## src/rtl/cla_seq_adder.sv

```systemverilog
// Multi-cycle WIDTH-bit adder/subtractor that reuses one 4-bit carry-lookahead
// slice, one nibble per clock (LSB first), with a start/done handshake.
module cla_seq_adder #(
  parameter int WIDTH = 16
) (
  input  logic             clk,
  input  logic             rst,
  input  logic             start,
  input  logic [WIDTH-1:0] a,
  input  logic [WIDTH-1:0] b,
  input  logic             sub,
  output logic             busy,
  output logic             done,
  output logic [WIDTH-1:0] sum,
  output logic             cout,
  output logic             overflow
);

  localparam int NSLICE = WIDTH / 4;
  localparam int IDXW   = (NSLICE > 1) ? $clog2(NSLICE) : 1;
  localparam logic [IDXW-1:0] LAST_IDX = IDXW'(NSLICE - 1);

  typedef enum logic [1:0] {
    IDLE,
    RUN,
    DONE
  } state_t;

  state_t state, state_next;

  logic [WIDTH-1:0] op_a;
  logic [WIDTH-1:0] op_b;
  logic [WIDTH-1:0] acc;
  logic [WIDTH-1:0] acc_shift;
  logic             carry;
  logic [IDXW-1:0]  idx;
  logic [WIDTH-1:0] sum_r;
  logic             cout_r;
  logic             ovf_r;

  logic [3:0] g;
  logic [3:0] p;
  logic [3:0] c;
  logic [3:0] slice_sum;
  logic       slice_cout;
  logic       last_slice;

  // Shared carry-lookahead slice working on the low nibble of the shifting operands.
  assign g = op_a[3:0] & op_b[3:0];
  assign p = op_a[3:0] ^ op_b[3:0];

  assign c[0] = carry;
  assign c[1] = g[0] | (p[0] & carry);
  assign c[2] = g[1] | (p[1] & g[0]) | (p[1] & p[0] & carry);
  assign c[3] = g[2] | (p[2] & g[1]) | (p[2] & p[1] & g[0]) |
                (p[2] & p[1] & p[0] & carry);
  assign slice_cout = g[3] | (p[3] & g[2]) | (p[3] & p[2] & g[1]) |
                      (p[3] & p[2] & p[1] & g[0]) |
                      (p[3] & p[2] & p[1] & p[0] & carry);
  assign slice_sum = p ^ c;

  assign last_slice = (idx == LAST_IDX);

  // The slice result enters the top nibble, so after NSLICE shifts the accumulator is aligned.
  generate
    if (WIDTH == 4) begin : g_single
      assign acc_shift = slice_sum;
    end else begin : g_multi
      assign acc_shift = {slice_sum, acc[WIDTH-1:4]};
    end
  endgenerate

  always_ff @(posedge clk) begin
    if (rst) begin
      state <= IDLE;
    end else begin
      state <= state_next;
    end
  end

  always_comb begin
    state_next = state;
    busy       = 1'b0;
    done       = 1'b0;
    case (state)
      IDLE: begin
        if (start) begin
          state_next = RUN;
        end
      end
      RUN: begin
        busy = 1'b1;
        if (last_slice) begin
          state_next = DONE;
        end
      end
      DONE: begin
        busy       = 1'b1;
        done       = 1'b1;
        state_next = IDLE;
      end
      default: begin
        state_next = IDLE;
      end
    endcase
  end

  // Subtraction is A + ~B + 1: invert B once at acceptance and seed the carry with sub.
  always_ff @(posedge clk) begin
    if (rst) begin
      op_a   <= '0;
      op_b   <= '0;
      acc    <= '0;
      carry  <= 1'b0;
      idx    <= '0;
      sum_r  <= '0;
      cout_r <= 1'b0;
      ovf_r  <= 1'b0;
    end else begin
      case (state)
        IDLE: begin
          if (start) begin
            op_a  <= a;
            op_b  <= sub ? ~b : b;
            carry <= sub;
            idx   <= '0;
            acc   <= '0;
          end
        end
        RUN: begin
          acc   <= acc_shift;
          op_a  <= op_a >> 4;
          op_b  <= op_b >> 4;
          carry <= slice_cout;
          idx   <= idx + IDXW'(1);
          // On the top nibble op_a[3]/op_b[3] are the effective operand sign bits.
          if (last_slice) begin
            sum_r  <= acc_shift;
            cout_r <= slice_cout;
            ovf_r  <= (op_a[3] == op_b[3]) && (slice_sum[3] != op_a[3]);
          end
        end
        default: begin
        end
      endcase
    end
  end

  assign sum      = sum_r;
  assign cout     = cout_r;
  assign overflow = ovf_r;

endmodule
```

## config.mk

```make
export PLATFORM = sky130hd
export DESIGN_NAME = cla_seq_adder
export DESIGN_NICKNAME = d
export VERILOG_FILES = /design/src/rtl/cla_seq_adder.sv
export SDC_FILE = /design/constraint.sdc
export NUM_CORES = 1
export LEC_CHECK = 0
export CAP_MARGIN = 15
export CELL_PAD_IN_SITES_DETAIL_PLACEMENT = 0
export CELL_PAD_IN_SITES_GLOBAL_PLACEMENT = 2
export CORE_MARGIN = 2
export CORE_UTILIZATION = 30
export DETAILED_ROUTE_END_ITERATION = 8
export PLACE_DENSITY = 0.9
export SLEW_MARGIN = 20
export SYNTH_ARGS = -nofsm -noshare
export SYNTH_HDL_FRONTEND = slang
export SYNTH_SLANG_ARGS = --single-unit
```

## constraint.sdc

```tcl
create_clock -name clk -period 1.85 [get_ports clk]
set_input_delay 0.2775 -clock clk [delete_from_list [all_inputs] [get_ports clk]]
set_output_delay 0.2775 -clock clk [all_outputs]
set_load 0.02 [all_outputs]
```

Word-level counts from Yosys, hierarchy flattened:

Index checks and enable logic that the tools add are counted.

* word-level logic and storage cells: 70
* input bits: 36
* register bits: 71

* bitwise operators: 30
* add/subtract/negate cells: 1
* mux-type cells: 16
* eq/ne operators: 7
* reduce and logical (&&, ||, !) cells: 7

Operators by type and width (count)
* $pmux W16 S2: 3
* $mux W16: 4
* $and A1 B1 Y1: 16
* $not A16 Y16: 1
* $or A1 B1 Y1: 10
* $pmux W2 S2: 2
* $xor A4 B4 Y4: 2
* $mux W2: 3
* $reduce_and A2 Y1: 3
* $and A4 B4 Y4: 1
* $eq A2 B2 Y1 const B: 2
* $ne A2 B2 Y1 const B: 2
* $mux W1: 3
* $add A2 B1 Y2 const B: 1
* $eq A2 B1 Y1 const B: 1
* $logic_not A2 Y1: 1
* $pmux W1 S2: 1
* $reduce_bool A2 Y1: 1
* $reduce_or A2 Y1: 1
* $eq A1 B1 Y1: 1
* $logic_and A1 B1 Y1: 1
* $ne A1 B1 Y1: 1

Logic depth before layout (Yosys ltp):

* word-level depth: 8
* gate-level depth with buffers: 9
* mapped depth without buffers: 6

Least setup slack after synthesis:

OpenSTA, ideal clock, no wires.

* path type: register to register
* start point: reg state[0]
* end point: reg op_b[10]
* clock period less this slack: 1.606 ns
* setup slack: 0.244 ns
* setup time: 0.128 ns
* buffers on the path: 3
* data arrival time: 1.478 ns
* cell stages (with the launch flop): 10
* cell sequence: dfxtp_1 inv_1 ha_1 buf_4 nand2b_4 and2_1 buf_2 buf_6 a222oi_1 nor2_1

* cells in the longest elaborated chain, start to end: 3

Ends and longest elaborated chain
* start, declared: line 29 `state_t state, state_next;`
* start signal, assigned: line 77 `state <= state_next;`
* $eq A2 B1 Y1 or $logic_not A2 Y1 (tied branches): line 120 `case (state)`
* $reduce_bool A2 Y1 (no source line) or $ne A2 B2 Y1 (tied branches)
* $reduce_and A2 Y1 (no source line)
* end signal, assigned: line 124 `op_b <= sub ? ~b : b;`
* end signal, assigned: line 133 `op_b <= op_b >> 4;`
* end, declared: line 32 `logic [WIDTH-1:0] op_b;`

Parallel ways exist; a longest one is shown, timed or not.
A chain may end at the register's enable or synchronous reset.

Worst setup path in the final report:

* start point: reg state[1]
* end point: reg carry

* cells in the longest elaborated chain, start to end: 3

Ends and longest elaborated chain
* $eq A2 B1 Y1 or $logic_not A2 Y1 (tied branches): line 120
* $reduce_bool A2 Y1 (no source line) or $ne A2 B2 Y1 (tied branches)
* $reduce_and A2 Y1 (no source line)
* end signal, assigned: line 125 `carry <= sub;`
* end signal, assigned: line 134 `carry <= slice_cout;`
* end, declared: line 35 `logic carry;`

Parallel ways exist; a longest one is shown, timed or not.

==> PnR_summary.wiki <==
{| class="wikitable"
! Metric !! Value
|-
| Result of the run || finished clean
|-
| Synth Flop Type || dfxtp_1
|-
| Port buffer count || 55
|-
| Final worst path period share || 94.3%
|-
| Clock input transition at the sequential cells of the worst setup and hold paths || 0.07 ns
|-
| Startpoint kind of the worst setup timing path || flip-flop
|-
| Data arrival time of the critical path || 1.99 ns
|-
| Path type of the worst setup path || reg -> reg
|-
| Largest driver fanout on the critical path || 7
|-
| Syn Std Cell Area || 2970 sq um
|-
| Hold buffer count at CTS || 0
|-
| Final core utilization || 41.9%
|-
| Minimum clock period || 1.74 ns
|-
| Fraction of synthesized cell area taken by the top area cell type || 45.1%
|-
| Count of antenna diodes in the layout || 0
|-
| Final setup skew || 0.00601 ns
|-
| Leakage Power || 1.62 nW
|-
| Peak clock frequency supported by timing || 573 MHz
|-
| Commonest non-fill, non-tap cells in the layout || 82 x nor2_1, 67 x dfxtp_1, 52 x clkdlybuf4s50_1
|-
| RSZ-0062 raised after global routing || no
|-
| Fraction of final layout cells sized beyond drive strength 1 || 10.4%
|-
| Number of antenna violations at the first check in global routing || 0
|-
| Reported max-cap violation count || 0
|-
| Remaining max-slew budget at the tightest pin || 52.3%
|-
| Number of I/O pins || 56
|-
| Dpl ws || -0.105 ns
|-
| Worst path bufs/invs || 3
|-
| Synth area leader || dfxtp_1
|-
| Final Net Count || 455
|-
| Number of standard-cell rows in the floorplan || 36
|-
| Total half-perimeter wirelength after legalization and detailed placement || 4.70 mm
|-
| Aggregate global-route resource usage || 13.0%
|-
| Worst VDD drop || 514 uV
|-
| Effective utilization at floorplan || 30.7%
|-
| CP cell instances || inv_1 > ha_1 > buf_4 > mux2i_4 > buf_12 > nor3b_1 > a211oi_1
|-
| Slowest-stage cell, CP || dfxtp_1
|-
| Total design power || 3.61 mW
|-
| Routed wire length || 7.11 mm
|-
| Minimum setup slack in the final design || 0.105 ns
|-
| Share of flip-flops with an asynchronous set or reset after synthesis || 0%
|-
| Slew of the pin with the lowest slew margin || 0.715 ns
|-
| Total clock sinks || 67
|-
| Area Overhead vs Synth || 36.4%
|-
| Most area-consuming cells after synthesis || dfxtp_1 45%, nor2_1 10%, xor2_1 5.0%, a22oi_1 4.8%, a222oi_1 4.0%
|-
| PD cells || 890 nW/um^2
|-
| Portion of the post-synthesis area used by sequential elements || 45.1%
|-
| Detailed-route vias per instance || 4.80
|-
| Number of flops mapped to enable cells by yosys || 0
|-
| Final Wtd Congestion || 0.750
|-
| Total iterations of the first detailed-routing run || 5
|-
| Number of storage elements in the synthesis netlist || 67
|-
| Global-route wire length before repair || 11.4 mm
|-
| Number of global-route vias before repair || 2,397
|-
| Synth warn || 0
|-
| Chip Width || 104 microns
|-
| H-Tree Level Count || 3
|-
| Commonest non-fill, non-tap cell in the layout || nor2_1
|-
| Insertion delay of the later-clocked pin in the worst-skew pair || 0.34 ns
|-
| Worst stage delay on the critical path || 0.36 ns
|-
| Post-route ant nets || 0
|-
| Max Buffers Root-to-Sink || 2
|-
| Clock root cell || clkbuf_8
|-
| DRC violations left || 0
|-
| Floorplan die area || 10,700 sq um
|-
| Worst min path class || reg -> reg
|-
| Post-synth net total || 399
|-
| Core region area || 9680 sq um
|-
| Average size of a mapped cell || 8.40 sq um
|-
| CP Data Required Time || 2.09 ns
|-
| Largest net degree at the start of global routing || 43
|-
| Synthesized netlist cell count || 354
|-
| Final Slew Violations || 0
|-
| Post-synthesis cell type count || 31
|-
| Count of endpoints failing hold in the final timing report || 0
|-
| Total congestion overflow after global routing || 0
|-
| Top delay family on crit path || buffers and inverters
|-
| CP endpoint kind || flip-flop
|-
| Count of routing violations after the opening detailed-route iteration || 216
|-
| Clock tree from TritonCTS || yes
|-
| Wire length per cell || 13.0 microns
|-
| Vias || 2,629
|-
| Total setup violations reported at the end of the flow || 0
|-
| Die extent in y || 104 microns
|-
| Clock buffer count from CTS || 9
|}
## sequential cells by signal (all words and copies together) (netlist names)
name / cells
acc: 12
op_a: 16
op_b: 16
carry: 1
state: 2
cout: 1
idx: 2
overflow: 1
sum: 16
## per-layer routing
layer  part of all wire (%)  wire, microns  vias to the layer above  track usage [%]
li1                       -              -                     1346                -
met3                    4.3            304                        4             3.08
met4                   0.96             68                        0             5.21
met2                     48           3440                       65             21.1
met1                     46           3300                     1214             16.7
met5                      0              0                        -                0
## synth_stat cells, types with 6 or more instances
master	number
nor2_1	82
dfxtp_1	67
nand2_1	31
clkbuf_1	20
a22oi_1	19
a21oi_1	18
xor2_1	17
inv_1	13
a222oi_1	12
nor4_1	11
a31oi_1	10
buf_2	9
ha_1	8
nand3b_1	6
## final timing paths
kind                 start  endpoint  depth (start not counted)  slack [ns]
setup / recovery  state[1]     carry                          7        0.11
hold / removal     sum[11]   sum[11]                          2        0.45
setup reg to reg  state[1]     carry                          7        0.11
hold reg to reg    sum[11]   sum[11]                          2        0.45
## power by group
part           switching, mW  internal, mW  leakage [nW]
logic                  0.329         0.322         0.965
registers             0.0608          1.53         0.546
clock network          0.541         0.831         0.113
## worst register-to-register path, stage by stage (launching register included)
cell,delay (ns)
dfxtp_1,0.36
inv_1,0.10
ha_1,0.22
buf_4,0.17
mux2i_4,0.34
buf_12,0.18
nor3b_1,0.05
a211oi_1,0.23
## per-stage QoR
stage          setup TNS [ns]  hold slack [ns]  instance area, sq um  std cells
5_1_grt                     0            0.485                  4060        548
6_report                    0            0.455                  4060        548
3_5_place_dp            -1.17            0.446                  3730        529
2_1_floorplan               0            0.432                  2970        354
3_3_place_gp           -0.243            0.443                  3730        529
4_1_cts                     0            0.457                  3960        545
## cell families after synthesis
logic type	Yosys count	share of synthesized area [%]
and+or+nand+nor	142	20.8
AOI/OAI and AO/OA	71	17.2
DFF	67	45.1
buffers and inverters	44	6.31
xor gates and xnor gates	17	5.01
adders and majority gates	9	4.04
muxes	4	1.47
## layout make-up
cell class,instances,area (sq um)
multi-input combinational,243,1470
tap,133,166
timing repair buffer,76,798
inverter,13,48.8
clock inverter,4,72.6
sequential,67,1340
clock buffer,12,155
fill,975,5630
## timing repair
item | 4_1_cts | 5_1_grt
cloned | 0 | 3
endpoints found under the setup margin | 1 | 27
buffers inserted | 0 | 0
pin swaps | 0 | 1
resized for setup | 1 | 6
(Power assumes the default switching activity.)
